--- src/rtl/dac_spi_pkg.sv ---
// Shared types and constants for the DAC SPI local-bus responder.
package dac_spi_pkg;

  localparam int FRAME_W = 24;
  localparam int DATA_W  = 16;
  localparam int ADR_W   = 7;
  localparam int RNW_POS = 23;
  localparam int TMR_W   = 16;

  localparam int CLK_DIV_DEF  = 4;
  localparam int CS_SETUP_DEF = 2;
  localparam int CS_HOLD_DEF  = 2;
  localparam int CS_GAP_DEF   = 4;

  typedef enum logic [2:0] {IDLE, SETUP, SHIFT, HOLD, DONE, GAP} state_t;

endpackage

--- src/rtl/dac_spi_clkgen.sv ---
// SCLK divider: half period CLK_DIV cycles, starts low, held cleared while disabled.
module dac_spi_clkgen #(
  parameter int CLK_DIV = 4
) (
  input  logic CLK,
  input  logic RST,
  input  logic en,
  output logic sclk,
  output logic rise_stb,
  output logic fall_stb
);

  localparam int CW = (CLK_DIV > 1) ? $clog2(CLK_DIV) : 1;

  logic [CW-1:0] cnt_q;
  logic          tc;

  assign tc       = (cnt_q == '0);
  assign rise_stb = en && tc && !sclk;
  assign fall_stb = en && tc && sclk;

  always_ff @(posedge CLK) begin
    if (RST || !en) begin
      cnt_q <= CW'(CLK_DIV - 1);
      sclk  <= 1'b0;
    end else if (tc) begin
      cnt_q <= CW'(CLK_DIV - 1);
      sclk  <= !sclk;
    end else begin
      cnt_q <= cnt_q - 1'b1;
    end
  end

endmodule

--- src/rtl/dac_spi_lb_slave.sv ---
// DAC SPI local-bus responder: one REQ/ACK request becomes one 24-bit mode-0 frame.
// Build option SPI_3WIRE_EN releases SDO during the read data phase (shared SDIO pin).
//
// state | meaning
// IDLE  | waiting for LB_REQ, CSn high
// SETUP | CSn low, CS_SETUP cycles before first SCLK
// SHIFT | 24 bit periods, SDO out / SDI sampled on SCLK rise
// HOLD  | SCLK low, CSn low for CS_HOLD cycles
// DONE  | CSn high, LB_ACK pulse, LB_RDAT loaded
// GAP   | CSn high >= CS_GAP cycles and until LB_REQ low
module dac_spi_lb_slave
  import dac_spi_pkg::*;
#(
  parameter int CLK_DIV  = CLK_DIV_DEF,
  parameter int CS_SETUP = CS_SETUP_DEF,
  parameter int CS_HOLD  = CS_HOLD_DEF,
  parameter int CS_GAP   = CS_GAP_DEF
) (
  input  logic              CLK,
  input  logic              RST,
  input  logic              LB_REQ,
  input  logic              LB_RNW,
  input  logic [ADR_W-1:0]  LB_ADR,
  input  logic [DATA_W-1:0] LB_WDAT,
  output logic              LB_ACK,
  output logic [DATA_W-1:0] LB_RDAT,
  output logic              BUSY,
  output logic              SPI_CSn,
  output logic              SPI_SCLK,
  output logic              SPI_SDO,
  output logic              SPI_SDO_OE,
  input  logic              SPI_SDI
);

  state_t               state_q, state_d;
  logic [TMR_W-1:0]     tmr_q, tmr_d;
  logic [4:0]           bit_q, bit_d;
  logic [FRAME_W-1:0]   frame_q;
  logic [DATA_W-1:0]    rx_q;
  logic                 rnw_q;
  logic                 sclk, rise_stb, fall_stb;
  logic                 sdo_raw;

  dac_spi_clkgen #(.CLK_DIV(CLK_DIV)) u_clkgen (
    .CLK      (CLK),
    .RST      (RST),
    .en       (state_q == SHIFT),
    .sclk     (sclk),
    .rise_stb (rise_stb),
    .fall_stb (fall_stb)
  );

  always_comb begin
    state_d = state_q;
    tmr_d   = tmr_q;
    bit_d   = bit_q;
    case (state_q)
      IDLE: if (LB_REQ) begin
        state_d = SETUP;
        tmr_d   = TMR_W'(CS_SETUP - 1);
        bit_d   = '0;
      end
      SETUP: if (tmr_q == '0) state_d = SHIFT;
             else tmr_d = tmr_q - 1'b1;
      SHIFT: if (fall_stb) begin
        if (bit_q == 5'(FRAME_W - 1)) begin
          state_d = HOLD;
          tmr_d   = TMR_W'(CS_HOLD - 1);
        end else begin
          bit_d = bit_q + 5'd1;
        end
      end
      HOLD: if (tmr_q == '0) state_d = DONE;
            else tmr_d = tmr_q - 1'b1;
      DONE: begin
        state_d = GAP;
        tmr_d   = TMR_W'(CS_GAP - 1);
      end
      GAP: if (tmr_q != '0) tmr_d = tmr_q - 1'b1;
           else if (!LB_REQ) state_d = IDLE;
      default: state_d = IDLE;
    endcase
  end

  always_ff @(posedge CLK) begin
    if (RST) begin
      state_q <= IDLE;
      tmr_q   <= '0;
      bit_q   <= '0;
      frame_q <= '0;
      rx_q    <= '0;
      rnw_q   <= 1'b0;
      LB_RDAT <= '0;
    end else begin
      state_q <= state_d;
      tmr_q   <= tmr_d;
      bit_q   <= bit_d;
      if (state_q == IDLE && LB_REQ) begin
        frame_q <= {LB_RNW, LB_ADR, LB_WDAT};
        rnw_q   <= LB_RNW;
      end else if (state_q == SHIFT && fall_stb) begin
        frame_q <= {frame_q[FRAME_W-2:0], 1'b0};
      end
      if (state_q == SHIFT && rise_stb)
        rx_q <= {rx_q[DATA_W-2:0], SPI_SDI};
      if (state_q == HOLD && state_d == DONE)
        LB_RDAT <= rnw_q ? rx_q : '0;
    end
  end

  assign BUSY     = (state_q != IDLE);
  assign LB_ACK   = (state_q == DONE);
  assign SPI_CSn  = !(state_q == SETUP || state_q == SHIFT || state_q == HOLD);
  assign SPI_SCLK = sclk;
  assign sdo_raw  = (state_q == SHIFT) ? frame_q[RNW_POS] : 1'b0;

`ifdef SPI_3WIRE_EN
  // Bus turnaround: bit_q index 8 is data bit 15, the first bit driven by the DAC.
  logic rd_turn;
  assign rd_turn    = rnw_q && ((state_q == SHIFT && bit_q >= 5'(FRAME_W - DATA_W))
                                || state_q == HOLD);
  assign SPI_SDO_OE = !rd_turn;
  assign SPI_SDO    = rd_turn ? 1'b0 : sdo_raw;
`else
  assign SPI_SDO_OE = 1'b1;
  assign SPI_SDO    = sdo_raw;
`endif

endmodule

--- config.mk ---
export PLATFORM = sky130hd
export DESIGN_NAME = dac_spi_lb_slave
export DESIGN_NICKNAME = d
export VERILOG_FILES = /design/src/rtl/dac_spi_pkg.sv /design/src/rtl/dac_spi_clkgen.sv /design/src/rtl/dac_spi_lb_slave.sv
export SDC_FILE = /design/constraint.sdc
export NUM_CORES = 1
export LEC_CHECK = 0
export CORE_UTILIZATION = 30
export DETAILED_ROUTE_END_ITERATION = 8
export PLACE_DENSITY = 0.59
export SETUP_SLACK_MARGIN = 0.5
export SLEW_MARGIN = 40
export SYNTH_ARGS = -nofsm -noshare
export SYNTH_HDL_FRONTEND = slang
export SYNTH_HIERARCHICAL = 1
export SYNTH_SLANG_ARGS = --single-unit
export TNS_END_PERCENT = 30
--- constraint.sdc ---
create_clock -name CLK -period 2 [get_ports CLK]
set_input_delay 0.4 -clock CLK [delete_from_list [all_inputs] [get_ports CLK]]
set_output_delay 0.4 -clock CLK [all_outputs]
set_load 0.1 [all_outputs]
==> results.yml <==
final_layout:
  fin_util_pct: 45.4
  layout-drive-gt1-share_pct: 31.7
  multi_input_area_um2: 2220
  instances_no_fill: 673
  nNetsFinal: 553
  fillers: 1164
  seq_area_um2: 1700
  diodes: 0
  area_growth_pct: 47.5
sta:
  drv_slew: 0
  setup_ws_ns: 0.0980
  finalHoldViolCount: 0
  final.min_clock_period_ns: 1.90
  worstMarginPinSlew_ns: 0.650
  max_slew_margin_pct: 56.6
  finClkSkew_ns: 0.00520
  timing.final.crit_share_pct: 95.1
  rsz0062_at_grt: "yes"
  max_freq_mhz: 526
  setup_viol: 0
floorplan:
  core.rowCount: 40
  coreArea_um2: 12000
  dieArea_um2: 12800
  die_x_um: 113
  initial_core_util_pct: 30.8
  ios: 50
  dieHeight_um: 113
synthesis:
  synthTopCellsByArea: "dfxtp_1 45%, nand2_1 7.0%, a21oi_1 6.9%"
  yosysMostFrequentCell: "dfxtp_1"
  synth_seq_area_share_pct: 45.5
  syn_area_um2: 3700
  ys_top_cells_by_count: "84 x dfxtp_1, 69 x nand2_1, 51 x a21oi_1, 35 x nor2_1, 23 x mux2i_1"
  netlist_instances: 437
  ys_types: 45
  synthArstFlopShare_pct: 0
  ys.flop_type: "dfxtp_1"
  yosys_warnings: 6
  synth_area_leader_cell: "dfxtp_1"
  synth_enable_flop_cells: 0
  syn-num-nets: 469
  ys_seq_elements: 84
  synth_top_area_share_pct: 45.5
  avgSynthCellArea_um2: 8.46
power:
  p_comb_share_pct: 48.9
  p_int_uw: 4630
  finalPower_uw: 7370
  leakage_uw: 0.00195
  p_seq_share_pct: 30.3
  swShare_pct: 37.1
  powerDensity_nw_per_um2: 1350
  irDropWorstVdd_mv: 0.623
  p_clk_share_pct: 20.8
  p_switching_uw: 2730
detailed_routing:
  avgRoutedWirePerCell_um: 14.2
  first_pass_iters: 4
  drc: 0
  vias: 3398
  via_per_inst: 5.05
  ant_nets: 0
  drt-total-wl_mm: 9.55
  drtIter0Drc: 160
setup_path:
  crit_type: "register to register"
  crit_fanout: 3
  cp_cell_sequence: "or4_4 -> or4_4 -> or4_4 -> a21oi_2"
  ff2ff_setup_slack_ns: 0.1
  critPathSlowestCell: "or4_4"
  worstSetupEndpointType: "register"
  path_delay_family: "simple AND/OR/NAND/NOR gates"
  critPathArrivalTime_ns: 2.18
  cp_num_buf_inv: 0
  worst_setup_path_start_kind: "register"
  reg2reg_depth: 4
  worst-path-stages: 4
  crit_top_cell: "or4_4"
  cpPeakStageDelay_ns: 0.53
  worstPathRequired_ns: 2.28
clock_network:
  h-tree-depth: 3
  clockRootBuffer: "clkbuf_16"
  tritoncts: "done"
  clock_path_buffers: 2
  path_clk_slew_ns: 0.06
  clk_latency_ns: 0.34
  numCtsBuffers: 9
  clock-sinks: 84
  cts_hold_buf: 0
placed_design:
  dp.cells: 626
  pre_cts_slack_ns: -0.111
  routabilityCongestion: 0.762
  hpwl_mm: 5.61
  port_buffers: 48
global_route:
  grt_pass1_wl_mm: 15.5
  grt_overflow_total: 0
  antenna_found_initial: 0
  grtUsageTotal_pct: 15.2
  grt_pass1_vias: 3217
  grt_max_degree: 67
hold_path:
  hold_class: "register to register"
  whs_path_depth: 1
status:
  status: "finished clean"
run:
  cap_violations: 0
power by group through the flow:
| stage | clock [uW] | combinational (uW) | sequential [uW] |
|---|---|---|---|
| after floorplan | 0 | 1760 | 2160 |
| after global placement | 0 | 2440 | 2210 |
| after detailed placement | 0 | 2500 | 2230 |
| after CTS | 1570 | 3130 | 2210 |
| after global routing | 1640 | 3880 | 2270 |
| final | 1530 | 3600 | 2230 |
flip-flops by register name, summed over array words and instances, names as in the netlist:
name            cells
frame_q            24
bit_q               5
u_clkgen/sclk       1
LB_RDAT            16
u_clkgen/cnt_q      2
rnw_q               1
rx_q               16
tmr_q              16
state_q             3
cell type report:
type	count	share of cell area, %
inverters	9	0.711
multi-input cells	314	40.7
clock inverters	5	0.688
repair buffers	103	19.0
flip-flops and latches	84	31.2
clock buffers	11	4.27
well taps	147	3.37
cell usage in the layout, fill, tap and decap left out, types with 3 or more instances in the layout:
| cell | count |
|---|---|
| o21ai_0 | 3 |
| and3_4 | 3 |
| nor3_1 | 4 |
| clkdlybuf4s50_1 | 26 |
| buf_4 | 56 |
| o31ai_1 | 10 |
| nor2_1 | 33 |
| a211oi_1 | 21 |
| nand3_2 | 5 |
| and2_4 | 5 |
| xor2_1 | 3 |
| or4_1 | 7 |
| buf_6 | 7 |
| a21oi_2 | 5 |
| buf_12 | 9 |
| clkbuf_16 | 11 |
| dfxtp_1 | 73 |
| inv_1 | 5 |
| dfxtp_2 | 8 |
| dfxtp_4 | 3 |
| o31ai_2 | 4 |
| xnor2_1 | 3 |
| nand3_1 | 16 |
| nand4_1 | 5 |
| nand2_1 | 68 |
| a21oi_1 | 46 |
| mux2i_1 | 22 |
| or4_4 | 7 |
worst paths after layout:
path / to / start
worst max-delay path: tmr_q[8] / tmr_q[2]
worst min-delay path: u_clkgen/cnt_q[0] / u_clkgen/cnt_q[0]
worst max register to register: tmr_q[8] / tmr_q[2]
worst min register to register: u_clkgen/cnt_q[0] / u_clkgen/cnt_q[0]
metal layers:
metal	part of all wire (%)	track usage (%)	vias up
met5	0	0	-
met4	1.3	6.23	0
met3	3.9	3.70	13
met2	49	25.6	56
met1	45	18.6	1600
li1	-	-	1729
worst reg2reg max path: stages (launching register included):
cell     delay (ns)
dfxtp_4        0.35
or4_4          0.53
or4_4          0.43
or4_4          0.42
a21oi_2        0.11
stage by stage:
stage	instance area (um2)	setup TNS, ns	hold slack (ns)
finish	5450	0	0.379
global route	5450	0	0.419
CTS	5220	0	0.385
detailed placement	4540	-0.968	0.370
global placement	4540	-0.384	0.364
floorplan	3790	0	0.358
cells by family (layout without fill, tap and decap cells):
logic type / Yosys count / count (layout) / synth area share [%]
adders and majority gates: 4 / 4 / 1.35
muxes: 24 / 24 / 6.53
other: 1 / 1 / 0.101
DFF: 84 / 84 / 45.5
AOI/OAI and AO/OA: 96 / 96 / 15.9
buffers and inverters: 41 / 128 / 4.74
xor gates and xnor gates: 6 / 6 / 1.42
and+or+nand+nor: 181 / 183 / 24.4
timing repair:
action	CTS	global route
endpoints found under the setup margin	85	84
pin swaps	40	22
gates resized for setup	56	34
cloned	4	2
buffers inserted	16	9
(Power assumes the default switching activity.)
